===== config.mk =====
export PLATFORM = sky130hd
export DESIGN_NAME = wb_shared_bus_ctrl
export DESIGN_NICKNAME = d
export VERILOG_FILES = /design/src/rtl/wb_shared_bus_ctrl.sv
export SDC_FILE = /design/constraint.sdc
export NUM_CORES = 1
export LEC_CHECK = 0
export BUFFER_PORTS_ARGS = -buffer_cell sky130_fd_sc_hd__clkbuf_2
export CAP_MARGIN = 20
export CORE_AREA = 2 2 167 169
export CTS_BUF_LIST = sky130_fd_sc_hd__clkbuf_8
export CTS_CLUSTER_SIZE = 25
export DETAILED_ROUTE_END_ITERATION = 10
export DIE_AREA = 0 0 169 171
export PLACE_DENSITY = 0.45
export SYNTH_ARGS = -nofsm -noshare
export SYNTH_HDL_FRONTEND = slang
export SYNTH_SLANG_ARGS = --single-unit

===== constraint.sdc =====
create_clock -name CLK -period 2.7 [get_ports CLK]
set_input_delay 0.54 -clock CLK [delete_from_list [all_inputs] [get_ports CLK]]
set_output_delay 0.54 -clock CLK [all_outputs]
set_load 0.01 [all_outputs]

===== src/rtl/wb_shared_bus_ctrl.sv =====
// Four-master Wishbone shared-bus controller.
// Uses round-robin CYC arbitration with a grant lock and a stall watchdog.
module wb_shared_bus_ctrl #(
  parameter int AW      = 32,
  parameter int DW      = 32,
  parameter int TIMEOUT = 255,
  localparam int SW     = DW / 8
) (
  input  logic            CLK,
  input  logic            RST,
  input  logic [3:0]      M_CYC_I,
  input  logic [3:0]      M_STB_I,
  input  logic [3:0]      M_WE_I,
  input  logic [4*AW-1:0] M_ADR_I,
  input  logic [4*DW-1:0] M_DAT_I,
  input  logic [4*SW-1:0] M_SEL_I,
  output logic [3:0]      M_ACK_O,
  output logic [3:0]      M_ERR_O,
  output logic [DW-1:0]   M_DAT_O,
  output logic            S_CYC_O,
  output logic            S_STB_O,
  output logic            S_WE_O,
  output logic [AW-1:0]   S_ADR_O,
  output logic [DW-1:0]   S_DAT_O,
  output logic [SW-1:0]   S_SEL_O,
  input  logic            S_ACK_I,
  input  logic            S_ERR_I,
  input  logic [DW-1:0]   S_DAT_I,
  output logic [1:0]      GNT,
  output logic            BUSY,
  output logic            WDT_HIT
);

  localparam logic [15:0] WDT_LIM = 16'(TIMEOUT);

  logic        owned_q;
  logic [1:0]  gnt_q;
  logic [1:0]  last_q;
  logic [15:0] wcnt_q, wcnt_d;

  logic        own_cyc;
  logic        arb_edge;
  logic        req_any;
  logic [1:0]  win;
  logic        found;
  logic [1:0]  idx;
  logic        wdt_hit;
  logic        s_cyc;
  logic        s_stb;

  assign own_cyc  = M_CYC_I[gnt_q];
  assign arb_edge = ~owned_q | ~own_cyc;
  assign req_any  = |M_CYC_I;
  assign wdt_hit  = (wcnt_q == WDT_LIM);

  // Search LAST+1 .. LAST+4 (mod 4); LAST itself is the lowest priority.
  always_comb begin
    win   = last_q;
    found = 1'b0;
    idx   = last_q;
    for (int k = 1; k <= 4; k++) begin
      idx = last_q + 2'(k);
      if (!found && M_CYC_I[idx]) begin
        win   = idx;
        found = 1'b1;
      end
    end
  end

  assign s_cyc = owned_q & own_cyc & ~wdt_hit;
  assign s_stb = s_cyc & M_STB_I[gnt_q];

  always_comb begin
    S_WE_O  = 1'b0;
    S_ADR_O = '0;
    S_DAT_O = '0;
    S_SEL_O = '0;
    for (int i = 0; i < 4; i++) begin
      if (owned_q && gnt_q == 2'(i)) begin
        S_WE_O  = M_WE_I[i];
        S_ADR_O = M_ADR_I[i*AW +: AW];
        S_DAT_O = M_DAT_I[i*DW +: DW];
        S_SEL_O = M_SEL_I[i*SW +: SW];
      end
    end
  end

  always_comb begin
    M_ACK_O = '0;
    M_ERR_O = '0;
    for (int i = 0; i < 4; i++) begin
      if (gnt_q == 2'(i)) begin
        M_ACK_O[i] = S_ACK_I & s_stb;
        M_ERR_O[i] = (S_ERR_I & s_stb) | wdt_hit;
      end
    end
  end

  // Any strobe that is not stalled restarts the watchdog window.
  always_comb begin
    if (wdt_hit || !s_stb || S_ACK_I || S_ERR_I)
      wcnt_d = '0;
    else
      wcnt_d = wcnt_q + 16'd1;
  end

  always_ff @(posedge CLK or negedge RST) begin
    if (!RST) begin
      owned_q <= 1'b0;
      gnt_q   <= 2'd0;
      last_q  <= 2'd3;
      wcnt_q  <= '0;
    end else begin
      wcnt_q <= wcnt_d;
      if (arb_edge) begin
        if (req_any) begin
          gnt_q   <= win;
          last_q  <= win;
          owned_q <= 1'b1;
        end else begin
          owned_q <= 1'b0;
        end
      end
    end
  end

  assign S_CYC_O = s_cyc;
  assign S_STB_O = s_stb;
  assign M_DAT_O = S_DAT_I;
  assign GNT     = gnt_q;
  assign BUSY    = owned_q;
  assign WDT_HIT = wdt_hit;

endmodule


==> metrics.txt, run 1 <==
status finished clean; CTS Root Cell clkbuf_8; syn avg cell area 10.9 um^2; # DRC 0; Clock Pin Slew Worst Setup and Hold Paths 0.08 ns; VDD IR max 0.000290 V; Final nets 994; number of synthesized register bits 21; gr ovfl total 0; PwrDens 815 nW/um^2; Async S/R FF share, synth 100%; Max Transition Viols Final 0; Mapped Area 3630 um^2; first-iteration detailed-routing DRC count 157; Routed Antenna Nets 0; Leakage 2.79 nW; Synth Flop Type dfrtp_1; DR WL/cell 19.3 um; DRT Wirelength 19700 um; ant diodes 0; Final WS setup 0.0955 ns; Worst-Margin Slew 0.551 ns; r2r setup slk 0.70 ns; clock buffer count from CTS 3; Fin Hold WS 0.247 ns; Setup TNS 0 ns; top-area cell type share of the netlist area 43.4%; dpl hpwl 17100 um; top cell type by total area after synthesis mux4_2; final setup fails 0; count leader, synth mux4_2; placed insts 1008; syn nets 653; number of flops mapped to enable cells by yosys 0; Layout fillers 3057; Vias per Instance 4.11; ranking of synthesized cells by area mux4_2, dfrtp_1, and2_1, buf_4, xnor2_1; vias in the first global route 4295; Commonest cells post-synth mux4_2, and2_1, buf_4; H-Tree Depth 1; Final Core Density 21.6%; crit path DAT 2.06 ns; first-pass GRT wire length 27200 um; Die Y-Extent 171 um; met3 wire length 1840 um; fin cells 1018; Hold-fix buffers, CTS 0; clock tree buffer depth 2; Critical Path RT 2.16 ns; core area 27300 um^2; Layout area overhead 62.7%; worst min-delay path class input port to asynchronous set/reset pin; GRT Util Overall 12.7%; Max Used Layer met4; Buffers on Ports 370; Synth Instances 332; Yosys Warn Count 0; crit share post-route 96.5%; Initial Utilization 13.3%; post-synthesis sequential area ratio 14.6%; layout cell share with drive strength beyond 1 72.8%; largest net degree at the start of global routing 49; routed length on met1 8350 um; Slew headroom 63.2%; Final GP Congestion 0.819; worst-path maximum fanout 5; fmax 384 MHz; Netlist cell types 46; initial antenna violation count 0; TritonRoute pass-1 iters 4; Met2 Wirelength 9340 um; skew final 0.00342 ns; Worst setup SP type flop; DP Worst Slack 0.0959 ns; DIE WIDTH 169 um; RSZ-0062 raised after global routing no; WS Path Type flop to output port; Final Hold Fails 0; Die ar. 28900 um^2; CP max stage delay 0.56 ns; MaxCap Viol Count 0; Clk Latency, worst-skew pair 0.26 ns; # IOs 435; num rows 61; min cycle time layout 2.60 ns; worst path cell trace or4_4, nor4_4, buf_4, nor3b_4, and4b_1, clkbuf_2; Worst Setup End Kind output port; slowest cell on the critical path or4_4; via count 4183; clock tree sinks 21; CTS tree built
-- critical path, delay by kind of cell, from the launching register on --
family	cells	cell delay, ns
flops	1	0.42
simple gates	4	1.07
buf+inv	2	0.30
-- kinds of logic after synthesis --
logic type,count (synthesis),share of synthesized area [%]
buffers and inverters,63,10.4
AO/OA/AOI/OAI,21,4.14
XOR/XNOR,13,3.14
adder cells (fa/ha/maj),1,0.345
multiplexers,72,44.0
AND/OR/NAND/NOR,141,23.4
flip-flops,21,14.6
-- routing by layer --
metal  global-route usage [%]  vias up
met3                     3.28        9
met4                     1.67        0
met1                     16.5     2048
li1                         -     1926
met5                        0        -
met2                     21.6      200
-- final timing paths --
path                                      start                   end  depth (start not counted)
max                        wcnt_q[12]$_DFF_PN0_            M_ACK_O[1]                          6
min                                         RST  wcnt_q[15]$_DFF_PN0_                          1
max reg2reg                  GNT[0]$_DFFE_PN0P_   wcnt_q[4]$_DFF_PN0_                          6
min reg2reg                 wcnt_q[0]$_DFF_PN0_   wcnt_q[0]$_DFF_PN0_                          1
max in group asynchronous                   RST    GNT[0]$_DFFE_PN0P_                          1
min in group CLK            wcnt_q[0]$_DFF_PN0_   wcnt_q[0]$_DFF_PN0_                          1
-- metrics by stage --
step                      total power [mW]  area [um^2]
after floorplan                       2.94         3630
after global placement                4.63         5760
after detailed placement              4.63         5760
after CTS                             4.90         5830
after global routing                  5.20         5900
final                                 4.81         5900
-- layout make-up --
cell class / instances / area (um^2) / area share (%)
timing repair buffer: 395 / 2100 / 35.6
tap: 346 / 433 / 7.33
multi-input combinational: 248 / 2770 / 46.9
sequential: 21 / 537 / 9.09
inverter: 4 / 15.0 / 0.254
clock buffer: 3 / 41.3 / 0.699
clock inverter: 1 / 5.00 / 0.0848
-- sequential cells by signal (all words and copies together), names as in the netlist --
register	cells
BUSY	1
GNT	2
last_q	2
wcnt_q	16
-- power breakdown --
part	internal, mW	switching (mW)
logic	2.14	2.00
registers	0.373	0.0890
clock network	0.103	0.106
-- cells in the final DEF (no fill, tap or decap), drive strengths merged, types with 2 or more instances in the layout --
| cell type | n |
|---|---|
| and2 | 69 |
| nand3 | 6 |
| nor3 | 5 |
| xnor2 | 11 |
| and3 | 2 |
| o21ai | 2 |
| or4 | 4 |
| clkbuf | 373 |
| nor4 | 5 |
| nand2 | 8 |
| buf | 25 |
| dfstp | 2 |
| nor2 | 23 |
| nor3b | 6 |
| a31oi | 2 |
| mux2i | 2 |
| a21oi | 5 |
| xor2 | 2 |
| o221ai | 2 |
| and4b | 2 |
| mux4 | 70 |
| o31ai | 2 |
| nand3b | 2 |
| inv | 4 |
| dfrtp | 19 |
| nand4 | 4 |
-- repair_timing --
item | CTS | global route
pin swaps | 0 | 1
resized for setup | 2 | 7
setup buffers | 1 | 5
endpoints found under the setup margin | 25 | 7
No activity file was read; power rests on OpenSTA's default activity.
==> inputs of run 2 (changes only) <==
- PLACE_DENSITY: 0.45 -> not set
==> run 2 against run 1 <==
Compared with the run above: worst hold slack got worse by 0.0090 ns; die area unchanged; fmax decreased by 0.89%; clock skew increased by 0.0060 ns.
==> metrics.txt, run 2 (synthesized netlist as in run 1, its figures left out) <==
Routed Antenna Nets 0 (unchanged); DIE WIDTH 169 um (unchanged); most common cell after layout, fill and taps aside clkbuf_2; Hold-fix buffers, CTS 0 (unchanged); skew final 0.00938 ns (+0.00595 ns); Leakage 2.72 nW (-2.4%); vias in the first global route 4088 (-4.8%); Clock Pin Slew Worst Setup and Hold Paths 0.08 ns (about the same); storage element area 538 um^2 (+0.23%); status finished clean; worst-path maximum fanout 5 (unchanged); CP max stage delay 0.55 ns (about the same); Final WS setup 0.0720 ns (-0.0234 ns); fmax 381 MHz (-0.89%); Final Cell Area 5790 um^2 (-2.0%); Die ar. 28900 um^2 (unchanged); worst min-delay path class input port to asynchronous set/reset pin; GRT Util Overall 11.7% (-0.91 points); Clk Latency, worst-skew pair 0.26 ns (about the same); Fin Hold WS 0.238 ns (-0.00898 ns); Slew headroom 59.2% (-4.0 points); fin cells 1009 (-0.88%); commonest non-fill, non-tap cells in the layout clkbuf_2, mux4_2, and2_1, nor2_1, dfrtp_1; max reg flops 16 (unchanged); num rows 61 (unchanged); via count 4218 (+0.84%); Max Transition Viols Final 0 (unchanged); Setup TNS 0 ns (unchanged); Initial Utilization 13.3% (unchanged); TritonRoute pass-1 iters 4 (unchanged); Buffers on Ports 370 (unchanged); placed insts 997 (-1.1%); DR WL/cell 18.6 um (-3.7%); Die Y-Extent 171 um (unchanged); first-pass GRT wire length 25300 um (-7.0%); RSZ-0062 raised after global routing yes; worst path cell trace or4_4, nor4_4, buf_4, nor3b_2, and4b_1, clkbuf_2; Vias per Instance 4.18 (+1.7%); Top reg by flops wcnt_q; # IOs 435 (unchanged); Worst-Margin Slew 0.611 ns (+0.0600 ns); min cycle time layout 2.63 ns (+0.0234 ns); largest net degree at the start of global routing 71 (+45%); dpl hpwl 16200 um (-5.2%); CTS tree built; Layout fillers 3046 (-0.36%); Final nets 983 (-1.1%); final setup fails 0 (unchanged); Layout area overhead 59.5%; H-Tree Depth 1 (unchanged); WS Path Type flop to output port; multi-input logic area 2760 um^2 (-0.54%); core area 27300 um^2 (unchanged); VDD IR max 0.000298 V (+2.8%); first-iteration detailed-routing DRC count 198 (+26%); gr ovfl total 0 (unchanged); initial antenna violation count 2 (+2); CTS Root Cell clkbuf_8; crit path DAT 2.09 ns (+0.03 ns); clock buffer count from CTS 3 (unchanged); PwrDens 800 nW/um^2 (-1.8%); DRT Wirelength 18800 um (-4.6%); slowest cell on the critical path or4_4; Worst Setup End Kind output port; Worst setup SP type flop; Final GP Congestion 0.852 (+4.1%); Final Hold Fails 0 (unchanged); placed standard-cell area 5660 um^2 (-1.9%); MaxCap Viol Count 0 (unchanged); layout cell share with drive strength beyond 1 72.5% (-0.30 points); clock tree buffer depth 2 (unchanged); # DRC 0 (unchanged); Critical Path RT 2.16 ns (about the same); crit share post-route 97.3% (+0.87 points); DP Worst Slack 0.184 ns (+0.0881 ns); clock tree sinks 21 (unchanged)
==> run 2: report_power, final <==
group | switching (mW) | internal, mW | leakage (nW)
clock network | 0.107 | 0.103 | 0.0255
registers | 0.0974 | 0.373 | 0.273
logic | 1.93 | 2.02 | 2.43
==> run 2: worst paths after layout <==
| path | from | endpoint | slack, ns | cells past startpoint |
|---|---|---|---|---|
| worst max-delay path | wcnt_q[12]$_DFF_PN0_ | M_ACK_O[1] | 0.07 | 6 |
| worst min-delay path | RST | wcnt_q[10]$_DFF_PN0_ | 0.24 | 1 |
| worst max register to register | GNT[0]$_DFFE_PN0P_ | wcnt_q[15]$_DFF_PN0_ | 0.64 | 4 |
| worst min register to register | wcnt_q[0]$_DFF_PN0_ | wcnt_q[0]$_DFF_PN0_ | 0.49 | 1 |
| max in group asynchronous | RST | GNT[0]$_DFFE_PN0P_ | 2.04 | 1 |
| min in group CLK | wcnt_q[0]$_DFF_PN0_ | wcnt_q[0]$_DFF_PN0_ | 0.49 | 1 |
==> run 2: per-stage QoR <==
stage	power, mW	utilization (%)
global placement	4.42	20.7
CTS	4.69	20.9
detailed placement	4.45	20.7
finish	4.63	21.2
floorplan	2.94	-
global route	4.97	21.2
==> run 2: layer usage <==
layer / global-route usage [%] / part of all wire (%) / vias to the layer above
met1: 15.1 / 40 / 2060
met2: 18.5 / 45 / 232
met4: 3.34 / 2.6 / 0
li1: - / - / 1908
met3: 4.28 / 12 / 18
met5: 0 / 0 / -
==> run 2: cell type report <==
| cell class | count | share of cell area (%) |
|---|---|---|
| timing repair buffer | 384 | 34.5 |
| inverter | 4 | 0.259 |
| sequential | 21 | 9.30 |
| clock buffer | 3 | 0.714 |
| tap | 346 | 7.48 |
| multi-input combinational | 248 | 47.6 |
| clock inverter | 1 | 0.0865 |
| antenna | 2 | 0.0865 |
==> run 2: what timing repair did <==
action	in CTS	in global routing
setup endpoints to repair	8	15
pin swaps	0	1
gates resized for setup	2	6
setup buffers	0	6
==> run 2: worst max-delay path: cells and delay by family (launching register included) <==
family | cells | cell delay, ns
DFF | 1 | 0.42
and+or+nand+nor | 4 | 1.11
buffers and inverters | 2 | 0.30
